**src/rtl/hazard_ctrl_md_pkg.sv**
```systemverilog
// Shared decode definitions for the D-stage hazard unit: opcode/funct constants,
// Tuse/Tnew codes, the decoded-instruction record and the class decode function.
// Latency: n/a (types and a pure function). Backpressure: n/a.
package hazard_ctrl_md_pkg;

  // Source-use times (cycles from D until the operand is consumed)
  localparam logic [1:0] TUSE_0 = 2'd0;
  localparam logic [1:0] TUSE_1 = 2'd1;
  localparam logic [1:0] TUSE_2 = 2'd2;

  // Result-ready times as seen when the producer sits in E
  localparam logic [1:0] TNEW_0 = 2'd0;
  localparam logic [1:0] TNEW_1 = 2'd1;
  localparam logic [1:0] TNEW_2 = 2'd2;

  localparam logic [4:0] REG_RA  = 5'd31;
  localparam logic [4:0] EPC_REG = 5'd14;

  // Primary opcodes
  localparam logic [5:0] OP_SPECIAL = 6'h00;
  localparam logic [5:0] OP_REGIMM  = 6'h01;
  localparam logic [5:0] OP_JAL     = 6'h03;
  localparam logic [5:0] OP_BEQ     = 6'h04;
  localparam logic [5:0] OP_BNE     = 6'h05;
  localparam logic [5:0] OP_BLEZ    = 6'h06;
  localparam logic [5:0] OP_BGTZ    = 6'h07;
  localparam logic [5:0] OP_ADDI    = 6'h08;
  localparam logic [5:0] OP_ADDIU   = 6'h09;
  localparam logic [5:0] OP_SLTI    = 6'h0a;
  localparam logic [5:0] OP_SLTIU   = 6'h0b;
  localparam logic [5:0] OP_ANDI    = 6'h0c;
  localparam logic [5:0] OP_ORI     = 6'h0d;
  localparam logic [5:0] OP_XORI    = 6'h0e;
  localparam logic [5:0] OP_LUI     = 6'h0f;
  localparam logic [5:0] OP_COP0    = 6'h10;
  localparam logic [5:0] OP_LB      = 6'h20;
  localparam logic [5:0] OP_LH      = 6'h21;
  localparam logic [5:0] OP_LW      = 6'h23;
  localparam logic [5:0] OP_LBU     = 6'h24;
  localparam logic [5:0] OP_LHU     = 6'h25;
  localparam logic [5:0] OP_SB      = 6'h28;
  localparam logic [5:0] OP_SH      = 6'h29;
  localparam logic [5:0] OP_SW      = 6'h2b;

  // SPECIAL funct codes
  localparam logic [5:0] FN_SLL   = 6'h00;
  localparam logic [5:0] FN_SRL   = 6'h02;
  localparam logic [5:0] FN_SRA   = 6'h03;
  localparam logic [5:0] FN_SLLV  = 6'h04;
  localparam logic [5:0] FN_SRLV  = 6'h06;
  localparam logic [5:0] FN_SRAV  = 6'h07;
  localparam logic [5:0] FN_JR    = 6'h08;
  localparam logic [5:0] FN_JALR  = 6'h09;
  localparam logic [5:0] FN_MFHI  = 6'h10;
  localparam logic [5:0] FN_MTHI  = 6'h11;
  localparam logic [5:0] FN_MFLO  = 6'h12;
  localparam logic [5:0] FN_MTLO  = 6'h13;
  localparam logic [5:0] FN_MULT  = 6'h18;
  localparam logic [5:0] FN_MULTU = 6'h19;
  localparam logic [5:0] FN_DIV   = 6'h1a;
  localparam logic [5:0] FN_DIVU  = 6'h1b;
  localparam logic [5:0] FN_ADD   = 6'h20;
  localparam logic [5:0] FN_ADDU  = 6'h21;
  localparam logic [5:0] FN_SUB   = 6'h22;
  localparam logic [5:0] FN_SUBU  = 6'h23;
  localparam logic [5:0] FN_AND   = 6'h24;
  localparam logic [5:0] FN_OR    = 6'h25;
  localparam logic [5:0] FN_XOR   = 6'h26;
  localparam logic [5:0] FN_NOR   = 6'h27;
  localparam logic [5:0] FN_SLT   = 6'h2a;
  localparam logic [5:0] FN_SLTU  = 6'h2b;

  // COP0 rs sub-codes and the full eret encoding
  localparam logic [4:0]  CP0_MF     = 5'd0;
  localparam logic [4:0]  CP0_MT     = 5'd4;
  localparam logic [31:0] ERET_INSTR = 32'h4200_0018;

  typedef struct packed {
    logic       use_rs;
    logic [1:0] tuse_rs;
    logic       use_rt;
    logic [1:0] tuse_rt;
    logic [4:0] dst;      // 0 means no register write
    logic [1:0] tnew;     // Tnew once the instruction reaches E
    logic       is_mult;
    logic       is_div;
    logic       md_use;   // touches HI/LO: mult/div/mfhi/mflo/mthi/mtlo
    logic       epc_wr;   // mtc0 targeting EPC
    logic       is_eret;
  } dec_t;

  function automatic dec_t decode_instr(input logic [31:0] instr);
    dec_t       d;
    logic [5:0] op;
    logic [5:0] fn;
    logic [4:0] rs;
    logic [4:0] rt;
    logic [4:0] rd;
    op = instr[31:26];
    rs = instr[25:21];
    rt = instr[20:16];
    rd = instr[15:11];
    fn = instr[5:0];
    d  = '0;
    case (op)
      OP_SPECIAL: begin
        case (fn)
          FN_JR: begin
            d.use_rs = 1'b1; d.tuse_rs = TUSE_0;
          end
          FN_JALR: begin
            d.use_rs = 1'b1; d.tuse_rs = TUSE_0;
            d.dst = rd; d.tnew = TNEW_0;
          end
          FN_MFHI, FN_MFLO: begin
            d.dst = rd; d.tnew = TNEW_1; d.md_use = 1'b1;
          end
          FN_MTHI, FN_MTLO: begin
            d.use_rs = 1'b1; d.tuse_rs = TUSE_1; d.md_use = 1'b1;
          end
          FN_MULT, FN_MULTU: begin
            d.use_rs = 1'b1; d.tuse_rs = TUSE_1;
            d.use_rt = 1'b1; d.tuse_rt = TUSE_1;
            d.is_mult = 1'b1; d.md_use = 1'b1;
          end
          FN_DIV, FN_DIVU: begin
            d.use_rs = 1'b1; d.tuse_rs = TUSE_1;
            d.use_rt = 1'b1; d.tuse_rt = TUSE_1;
            d.is_div = 1'b1; d.md_use = 1'b1;
          end
          FN_SLL, FN_SRL, FN_SRA, FN_SLLV, FN_SRLV, FN_SRAV,
          FN_ADD, FN_ADDU, FN_SUB, FN_SUBU, FN_AND, FN_OR,
          FN_XOR, FN_NOR, FN_SLT, FN_SLTU: begin
            d.use_rs = 1'b1; d.tuse_rs = TUSE_1;
            d.use_rt = 1'b1; d.tuse_rt = TUSE_1;
            d.dst = rd; d.tnew = TNEW_1;
          end
          default: ;
        endcase
      end
      OP_REGIMM: begin
        d.use_rs = 1'b1; d.tuse_rs = TUSE_0;
        // bltzal/bgezal link into $ra
        if (rt[4]) begin
          d.dst = REG_RA; d.tnew = TNEW_0;
        end
      end
      OP_BEQ, OP_BNE: begin
        d.use_rs = 1'b1; d.tuse_rs = TUSE_0;
        d.use_rt = 1'b1; d.tuse_rt = TUSE_0;
      end
      OP_BLEZ, OP_BGTZ: begin
        d.use_rs = 1'b1; d.tuse_rs = TUSE_0;
      end
      OP_JAL: begin
        d.dst = REG_RA; d.tnew = TNEW_0;
      end
      OP_ADDI, OP_ADDIU, OP_SLTI, OP_SLTIU, OP_ANDI, OP_ORI, OP_XORI, OP_LUI: begin
        d.use_rs = 1'b1; d.tuse_rs = TUSE_1;
        d.dst = rt; d.tnew = TNEW_1;
      end
      OP_LB, OP_LH, OP_LW, OP_LBU, OP_LHU: begin
        d.use_rs = 1'b1; d.tuse_rs = TUSE_1;
        d.dst = rt; d.tnew = TNEW_2;
      end
      OP_SB, OP_SH, OP_SW: begin
        d.use_rs = 1'b1; d.tuse_rs = TUSE_1;
        d.use_rt = 1'b1; d.tuse_rt = TUSE_2;
      end
      OP_COP0: begin
        if (instr == ERET_INSTR) begin
          d.is_eret = 1'b1;
        end else if (rs == CP0_MF) begin
          d.dst = rt; d.tnew = TNEW_2;
        end else if (rs == CP0_MT) begin
          d.epc_wr = (rd == EPC_REG);
        end
      end
      default: ;
    endcase
    return d;
  endfunction

endpackage

```
**src/rtl/hazard_ctrl_md_md_busy_ctr.sv**
```systemverilog
// HI/LO busy counter: loads LAT-1 when a mult/div sits in E, else counts down to 0.
// Latency: busy asserts combinationally while the op is in E, then for LAT-1 more cycles.
// Backpressure: none; the counter always runs and is only cleared by reset.
// Ports: clk, reset (sync, active-low), ld_mult, ld_div (op in E), md_busy.
module md_busy_ctr #(
  parameter int MULT_LAT = 5,
  parameter int DIV_LAT  = 10,
  parameter int MD_CNT_W = 4
) (
  input  logic clk,
  input  logic reset,
  input  logic ld_mult,
  input  logic ld_div,
  output logic md_busy
);

  localparam logic [MD_CNT_W-1:0] MULT_LD = MD_CNT_W'(MULT_LAT - 1);
  localparam logic [MD_CNT_W-1:0] DIV_LD  = MD_CNT_W'(DIV_LAT - 1);

  logic [MD_CNT_W-1:0] cnt;

  always_ff @(posedge clk) begin
    if (!reset) begin
      cnt <= '0;
    end else if (ld_div) begin
      cnt <= DIV_LD;
    end else if (ld_mult) begin
      cnt <= MULT_LD;
    end else if (cnt != '0) begin
      cnt <= cnt - 1'b1;
    end
  end

  // The cycle the op is in E counts as busy too, so total busy time is LAT.
  assign md_busy = (cnt != '0) | ld_mult | ld_div;

endmodule

```
**src/rtl/hazard_ctrl_md.sv**
```systemverilog
// D-stage hazard unit: decodes Instr_D, tracks E/M destinations and Tnew, HI/LO busy, eret/EPC.
// Latency: stall outputs are combinational from tracker state and Instr_D; trackers update each clk.
// Backpressure: Stall_PC/Stall_D hold fetch/decode and Flush_E injects a bubble; Flush_All overrides.
// Ports: clk, reset (sync, active-low), Instr_D, Flush_All -> Stall_PC, Stall_D, Flush_E, MD_Busy,
//        Tnew_E, Write_Addr_E. Macro HAZ_STATS_EN adds Stall_Cnt_RAW/MD/ERET (32-bit cycle counters).
module hazard_ctrl_md
  import hazard_ctrl_md_pkg::*;
#(
  parameter int MULT_LAT = 5,
  parameter int DIV_LAT  = 10,
  parameter int MD_CNT_W = 4,
  parameter int TNEW_W   = 2
) (
  input  logic              clk,
  input  logic              reset,
  input  logic [31:0]       Instr_D,
  input  logic              Flush_All,
  output logic              Stall_PC,
  output logic              Stall_D,
  output logic              Flush_E,
  output logic              MD_Busy,
  output logic [TNEW_W-1:0] Tnew_E,
  output logic [4:0]        Write_Addr_E
`ifdef HAZ_STATS_EN
  ,
  output logic [31:0]       Stall_Cnt_RAW,
  output logic [31:0]       Stall_Cnt_MD,
  output logic [31:0]       Stall_Cnt_ERET
`endif
);

  dec_t dec_d;
  logic [4:0] rs_d;
  logic [4:0] rt_d;

  assign dec_d = decode_instr(Instr_D);
  assign rs_d  = Instr_D[25:21];
  assign rt_d  = Instr_D[20:16];

  // Tracker slots. W is not stored: its result is always forwardable, so
  // nothing downstream of M can cause a stall and M simply retires.
  logic [4:0]        addr_e, addr_m;
  logic [TNEW_W-1:0] tnew_e, tnew_m;
  logic              mult_e, div_e;
  logic              epc_e, epc_m;

  logic md_busy;
  logic raw_stall, md_stall, eret_stall, stall;

  function automatic logic slot_hit(input logic [4:0]        a,
                                    input logic [TNEW_W-1:0] t,
                                    input logic [4:0]        s,
                                    input logic [1:0]        u);
    return (a == s) && (a != 5'd0) && (32'(t) > 32'(u));
  endfunction

  function automatic logic [TNEW_W-1:0] tnew_step(input logic [TNEW_W-1:0] t);
    return (t == '0) ? '0 : t - 1'b1;
  endfunction

  md_busy_ctr #(
    .MULT_LAT (MULT_LAT),
    .DIV_LAT  (DIV_LAT),
    .MD_CNT_W (MD_CNT_W)
  ) u_md_busy_ctr (
    .clk     (clk),
    .reset   (reset),
    .ld_mult (mult_e),
    .ld_div  (div_e),
    .md_busy (md_busy)
  );

  always_comb begin
    raw_stall  = 1'b0;
    md_stall   = 1'b0;
    eret_stall = 1'b0;
    if (dec_d.use_rs) begin
      raw_stall = raw_stall
                | slot_hit(addr_e, tnew_e, rs_d, dec_d.tuse_rs)
                | slot_hit(addr_m, tnew_m, rs_d, dec_d.tuse_rs);
    end
    if (dec_d.use_rt) begin
      raw_stall = raw_stall
                | slot_hit(addr_e, tnew_e, rt_d, dec_d.tuse_rt)
                | slot_hit(addr_m, tnew_m, rt_d, dec_d.tuse_rt);
    end
    md_stall   = md_busy & dec_d.md_use;
    eret_stall = dec_d.is_eret & (epc_e | epc_m);
  end

  // A redirect kills the instruction in D anyway, so holding it is pointless.
  assign stall = (raw_stall | md_stall | eret_stall) & ~Flush_All;

  always_ff @(posedge clk) begin
    if (!reset) begin
      addr_e <= '0;
      tnew_e <= '0;
      mult_e <= 1'b0;
      div_e  <= 1'b0;
      epc_e  <= 1'b0;
      addr_m <= '0;
      tnew_m <= '0;
      epc_m  <= 1'b0;
    end else begin
      if (Flush_All) begin
        addr_m <= '0;
        tnew_m <= '0;
        epc_m  <= 1'b0;
      end else begin
        addr_m <= addr_e;
        tnew_m <= tnew_step(tnew_e);
        epc_m  <= epc_e;
      end
      if (Flush_All || stall) begin
        addr_e <= '0;
        tnew_e <= '0;
        mult_e <= 1'b0;
        div_e  <= 1'b0;
        epc_e  <= 1'b0;
      end else begin
        addr_e <= dec_d.dst;
        tnew_e <= TNEW_W'(dec_d.tnew);
        mult_e <= dec_d.is_mult;
        div_e  <= dec_d.is_div;
        epc_e  <= dec_d.epc_wr;
      end
    end
  end

`ifdef HAZ_STATS_EN
  // Causes are counted as seen on the outputs, i.e. after redirect suppression.
  always_ff @(posedge clk) begin
    if (!reset) begin
      Stall_Cnt_RAW  <= '0;
      Stall_Cnt_MD   <= '0;
      Stall_Cnt_ERET <= '0;
    end else if (!Flush_All) begin
      if (raw_stall)  Stall_Cnt_RAW  <= Stall_Cnt_RAW + 32'd1;
      if (md_stall)   Stall_Cnt_MD   <= Stall_Cnt_MD + 32'd1;
      if (eret_stall) Stall_Cnt_ERET <= Stall_Cnt_ERET + 32'd1;
    end
  end
`endif

  assign Stall_D      = stall;
  assign Stall_PC     = stall;
  assign Flush_E      = stall;
  assign MD_Busy      = md_busy;
  assign Tnew_E       = tnew_e;
  assign Write_Addr_E = addr_e;

endmodule
```
**config.mk**
```make
export PLATFORM = sky130hd
export DESIGN_NAME = hazard_ctrl_md
export DESIGN_NICKNAME = d
export VERILOG_FILES = /design/src/rtl/hazard_ctrl_md_pkg.sv /design/src/rtl/hazard_ctrl_md_md_busy_ctr.sv /design/src/rtl/hazard_ctrl_md.sv
export SDC_FILE = /design/constraint.sdc
export NUM_CORES = 1
export LEC_CHECK = 0
export CAP_MARGIN = 25
export CORE_ASPECT_RATIO = 0.6
export CORE_MARGIN = 2
export CORE_UTILIZATION = 49
export CTS_CLUSTER_DIAMETER = 40
export CTS_CLUSTER_SIZE = 30
export DETAILED_ROUTE_END_ITERATION = 10
export PLACE_DENSITY = 0.8
export SETUP_SLACK_MARGIN = 0.1
export SYNTH_ARGS = -nofsm -noshare
export SYNTH_HDL_FRONTEND = slang
export SYNTH_SLANG_ARGS = --single-unit
```
**constraint.sdc**
```tcl
create_clock -name clk -period 3.2 [get_ports clk]
set_input_delay 0.32 -clock clk [delete_from_list [all_inputs] [get_ports clk]]
set_output_delay 0.32 -clock clk [all_outputs]
set_load 0.03 [all_outputs]
```
==> run_summary.xml <==
<?xml version="1.0" encoding="UTF-8"?>
<metrics>
  <group name="outcome">
    <metric name="status" unit="">finished clean</metric>
  </group>
  <group name="synthesis">
    <metric name="yosys.area_share.xor_xnor" unit="">0.103</metric>
    <metric name="async_reset_ff_frac" unit="">0</metric>
    <metric name="postSynthAreaPerCell" unit="um^2">7.86</metric>
    <metric name="synth-adder-area-share" unit="">0.0421</metric>
    <metric name="synth_top_area_share" unit="">0.247</metric>
    <metric name="synth_top_area_cell" unit="">dfxtp_1</metric>
    <metric name="synth.lib_cells_used.distinct" unit="">50</metric>
    <metric name="synth_edf_count" unit="">0</metric>
    <metric name="yosysWarnings" unit="">0</metric>
    <metric name="synthFlopType" unit="">dfxtp_1</metric>
    <metric name="synth_compound_area_frac" unit="">0.212</metric>
    <metric name="number_of_cells_produced_by_synthesis" unit="">227</metric>
    <metric name="synth_top_cells_by_count" unit="">nor2_1 (25), dfxtp_1 (22), xnor2_1 (21)</metric>
    <metric name="ys_ff_latch" unit="">22</metric>
    <metric name="syn_area" unit="um^2">1780</metric>
    <metric name="main_combinational_cell_family_by_area_after_synthesis" unit="">simple AND/OR/NAND/NOR gates</metric>
    <metric name="synthMuxAreaShare" unit="">0</metric>
    <metric name="mappedNetlistNets" unit="">268</metric>
    <metric name="synth_area_leaders" unit="">dfxtp_1 (25%), xnor2_1 (10%), nor2_1 (5.3%)</metric>
    <metric name="synth_most_common_cell" unit="">nor2_1</metric>
    <metric name="sequential_share_of_the_synthesized_area" unit="">0.247</metric>
    <metric name="synth_simple_gate_area_frac" unit="">0.346</metric>
  </group>
  <group name="clock_network">
    <metric name="numCtsBuffers" unit="">3</metric>
    <metric name="clk-insertion-delay-late" unit="ns">0.27</metric>
    <metric name="cts_max_path_buffers" unit="">2</metric>
    <metric name="cts.root.buffer_cell" unit="">clkbuf_8</metric>
    <metric name="h-tree-depth" unit="">1</metric>
    <metric name="cts.reportedPaths.clkPinSlew" unit="ns">0.08</metric>
    <metric name="clock_sink_count" unit="">22</metric>
    <metric name="clock_tree_from_tritoncts" unit="">yes</metric>
  </group>
  <group name="routing">
    <metric name="remaining_routing_drc_violations" unit="">0</metric>
    <metric name="route.met3.wl" unit="um">454</metric>
    <metric name="via_cell_ratio" unit="">6.04</metric>
    <metric name="total_number_of_vias" unit="">1945</metric>
    <metric name="met1_routed_wirelength_after_detailed_routing" unit="mm">2.57</metric>
    <metric name="finalWirelength" unit="mm">5.41</metric>
    <metric name="drt.antenna.violating_nets" unit="">0</metric>
    <metric name="detail_route.wl_per_cell" unit="um">16.8</metric>
    <metric name="drt-initial-drc-count" unit="">190</metric>
    <metric name="met2RoutedLength" unit="mm">2.34</metric>
    <metric name="detail_route.first_pass.iterations" unit="">5</metric>
    <metric name="highest-signal-layer" unit="">met4</metric>
  </group>
  <group name="floorplanning">
    <metric name="floorplan.core_area" unit="um^2">3360</metric>
    <metric name="core.rowCount" unit="">16</metric>
    <metric name="top_level_ports" unit="">46</metric>
    <metric name="dieWidth" unit="um">81.9</metric>
    <metric name="die-area" unit="um^2">4160</metric>
    <metric name="die_h" unit="um">50.7</metric>
    <metric name="floorplan.initialDensity" unit="">0.531</metric>
  </group>
  <group name="final_layout">
    <metric name="final_layout_size_suffix_gt1_frac" unit="">0.166</metric>
    <metric name="post_layout_utilization_of_the_core" unit="">0.748</metric>
    <metric name="multiInputGateArea" unit="um^2">1340</metric>
    <metric name="final.fill_count" unit="">246</metric>
    <metric name="area_growth" unit="%">41.0</metric>
    <metric name="layout.nets" unit="">319</metric>
    <metric name="register_area" unit="um^2">440</metric>
    <metric name="diodes" unit="">0</metric>
  </group>
  <group name="sta">
    <metric name="maxClockFrequency" unit="MHz">338</metric>
    <metric name="final_critical_path_time_including_i_o_delays_and_setup" unit="ns">2.96</metric>
    <metric name="slew_violations" unit="">0</metric>
    <metric name="clock-skew-final" unit="ns">0.00215</metric>
    <metric name="final_hold_viol_count" unit="">0</metric>
    <metric name="timing.max_slew.rel_slack" unit="">0.372</metric>
    <metric name="grt_setup_unrepaired" unit="">false</metric>
    <metric name="timing.final.setup_violations" unit="">0</metric>
    <metric name="final.period_utilization" unit="">0.925</metric>
    <metric name="timing.hold.ws" unit="ns">0.472</metric>
    <metric name="timing_worst_slew_pin_value" unit="ns">0.929</metric>
  </group>
  <group name="global_routing">
    <metric name="grt_use_total" unit="">0.270</metric>
    <metric name="number_of_global_route_vias_before_repair" unit="">1759</metric>
    <metric name="grt_pass1_wl" unit="mm">8.51</metric>
    <metric name="antenna_found_initial" unit="">0</metric>
    <metric name="grt_start_max_net_pins" unit="">14</metric>
    <metric name="grt_overflow_total" unit="">0</metric>
  </group>
  <group name="worst_setup_path">
    <metric name="r2r_start" unit="">u_md_busy_ctr.cnt[0]</metric>
    <metric name="timing.rr.end" unit="">Write_Addr_E[1]</metric>
    <metric name="worstSetupStartpointType" unit="">input pin</metric>
    <metric name="worst_path_required_time" unit="ns">2.88</metric>
    <metric name="crit_start" unit="">Instr_D[30]</metric>
    <metric name="worstRegToRegCells" unit="">8</metric>
    <metric name="regToRegSetupSlack" unit="ns">1.03</metric>
    <metric name="cp_data_arrival_time" unit="ns">2.64</metric>
    <metric name="setup.worst_path.end_class" unit="">primary output</metric>
    <metric name="critical_path_class" unit="">input pin to primary output</metric>
    <metric name="critPathCapture" unit="">Stall_D</metric>
    <metric name="timing.critical_path.fanout_max" unit="">5</metric>
  </group>
  <group name="min_path">
    <metric name="hold_path.class" unit="">flop to flop</metric>
  </group>
  <group name="placed_design">
    <metric name="hpwlAfterDp" unit="mm">4.08</metric>
    <metric name="io_buffer_count" unit="">45</metric>
    <metric name="place.gp.congestion" unit="">0.904</metric>
  </group>
  <group name="power_and_ir_drop">
    <metric name="power.ir.vdd_worst" unit="uV">322</metric>
    <metric name="power_density" unit="nW/um^2">367</metric>
    <metric name="total_leakage_power" unit="nW">0.975</metric>
  </group>
  <group name="job">
    <metric name="maxCapViolCount" unit="">0</metric>
  </group>
</metrics>
critical path: stages:
cell and delay, ns:
dlymetal6s2s_1 0.21, nor4_4 0.33, and2_4 0.20, o31a_1 0.26, ha_1 0.27, nand2_1 0.09, o2111ai_2 0.10, nor3_2 0.26
o22ai_2 0.13, nand2_1 0.10, o21a_1 0.20, buf_6 0.16
per-stage QoR:
step / setup TNS (ns) / total power, mW / cells / area, um^2 / worst slack [ns]
3_5_place_dp: -0.0287 / 0.653 / 317 / 2320 / -0.0115
4_1_cts: 0 / 0.916 / 321 / 2400 / 0.106
3_3_place_gp: 0 / 0.642 / 317 / 2320 / 0.114
6_report: 0 / 0.924 / 322 / 2510 / 0.240
2_1_floorplan: 0 / 0.528 / 227 / 1780 / 0.347
5_1_grt: 0 / 0.982 / 322 / 2510 / 0.0771
cell usage in the layout (no fill, tap or decap), drive strengths merged, types with 2 or more instances in the layout:
master,netlist,layout
a21oi,11,11
a221oi,6,6
a22oi,2,2
a31oi,4,4
and2,8,8
buf,3,15
clkbuf,8,3
clkdlybuf4s50,0,31
dfxtp,22,22
dlymetal6s2s,0,11
ha,6,6
inv,10,10
nand2,12,12
nand2b,6,6
nand3,8,8
nand4,5,5
nor2,26,26
nor2b,6,6
nor3,10,10
nor4,9,9
nor4b,3,3
o2111ai,4,4
o211ai,3,3
o21a,3,3
o21ai,4,4
o22ai,4,4
o31a,2,2
o31ai,2,2
or3,2,2
or4,2,2
xnor2,21,21
layout make-up:
type / count / share of cell area
multi-input combinational: 184 / 0.532
sequential: 22 / 0.175
clock buffer: 3 / 0.0164
timing repair buffer: 57 / 0.227
tap: 45 / 0.0224
clock inverter: 1 / 0.0119
inverter: 10 / 0.0149
report_power, final:
part | total [mW] | switching [mW] | internal, mW
logic | 0.350 | 0.176 | 0.174
clock network | 0.261 | 0.0935 | 0.167
registers | 0.313 | 0.0188 | 0.295
per-layer routing:
layer	vias up	global-route usage
met3	6	0.0432
met4	0	0.0639
met5	-	0
li1	940	-
met2	107	0.382
met1	892	0.418
logic make-up after synthesis:
| kind of cell | Yosys count |
|---|---|
| DFF | 22 |
| xor gates and xnor gates | 21 |
| buffers and inverters | 21 |
| AOI/OAI and AO/OA | 50 |
| adders and majority gates | 6 |
| and+or+nand+nor | 107 |
worst min path at each step:
stage	slack, ns	cells after the start	endpoint	from
finish	0.47	1	epc_m	epc_e
global route	0.50	1	epc_m	epc_e
CTS	0.47	1	epc_m	epc_e
detailed placement	0.45	1	epc_m	epc_e
global placement	0.45	1	epc_m	epc_e
floorplan	0.43	1	epc_m	epc_e
registers in the layout, summed over array words and instances (netlist names):
name,flops
Write_Addr_E,5
mult_e,1
tnew_m,2
div_e,1
epc_e,1
addr_m,5
Tnew_E,2
epc_m,1
u_md_busy_ctr.cnt,4
timing repair:
| item | CTS | global route |
|---|---|---|
| gates resized for setup | 3 | 27 |
| hold buffers | 0 | 0 |
| endpoints found under the hold margin | 0 | 0 |
| endpoints found under the setup margin | 3 | 3 |
| buffers inserted | 0 | 1 |
| pin swaps | 0 | 4 |
Note: power is estimated with default switching activity, not from simulation.
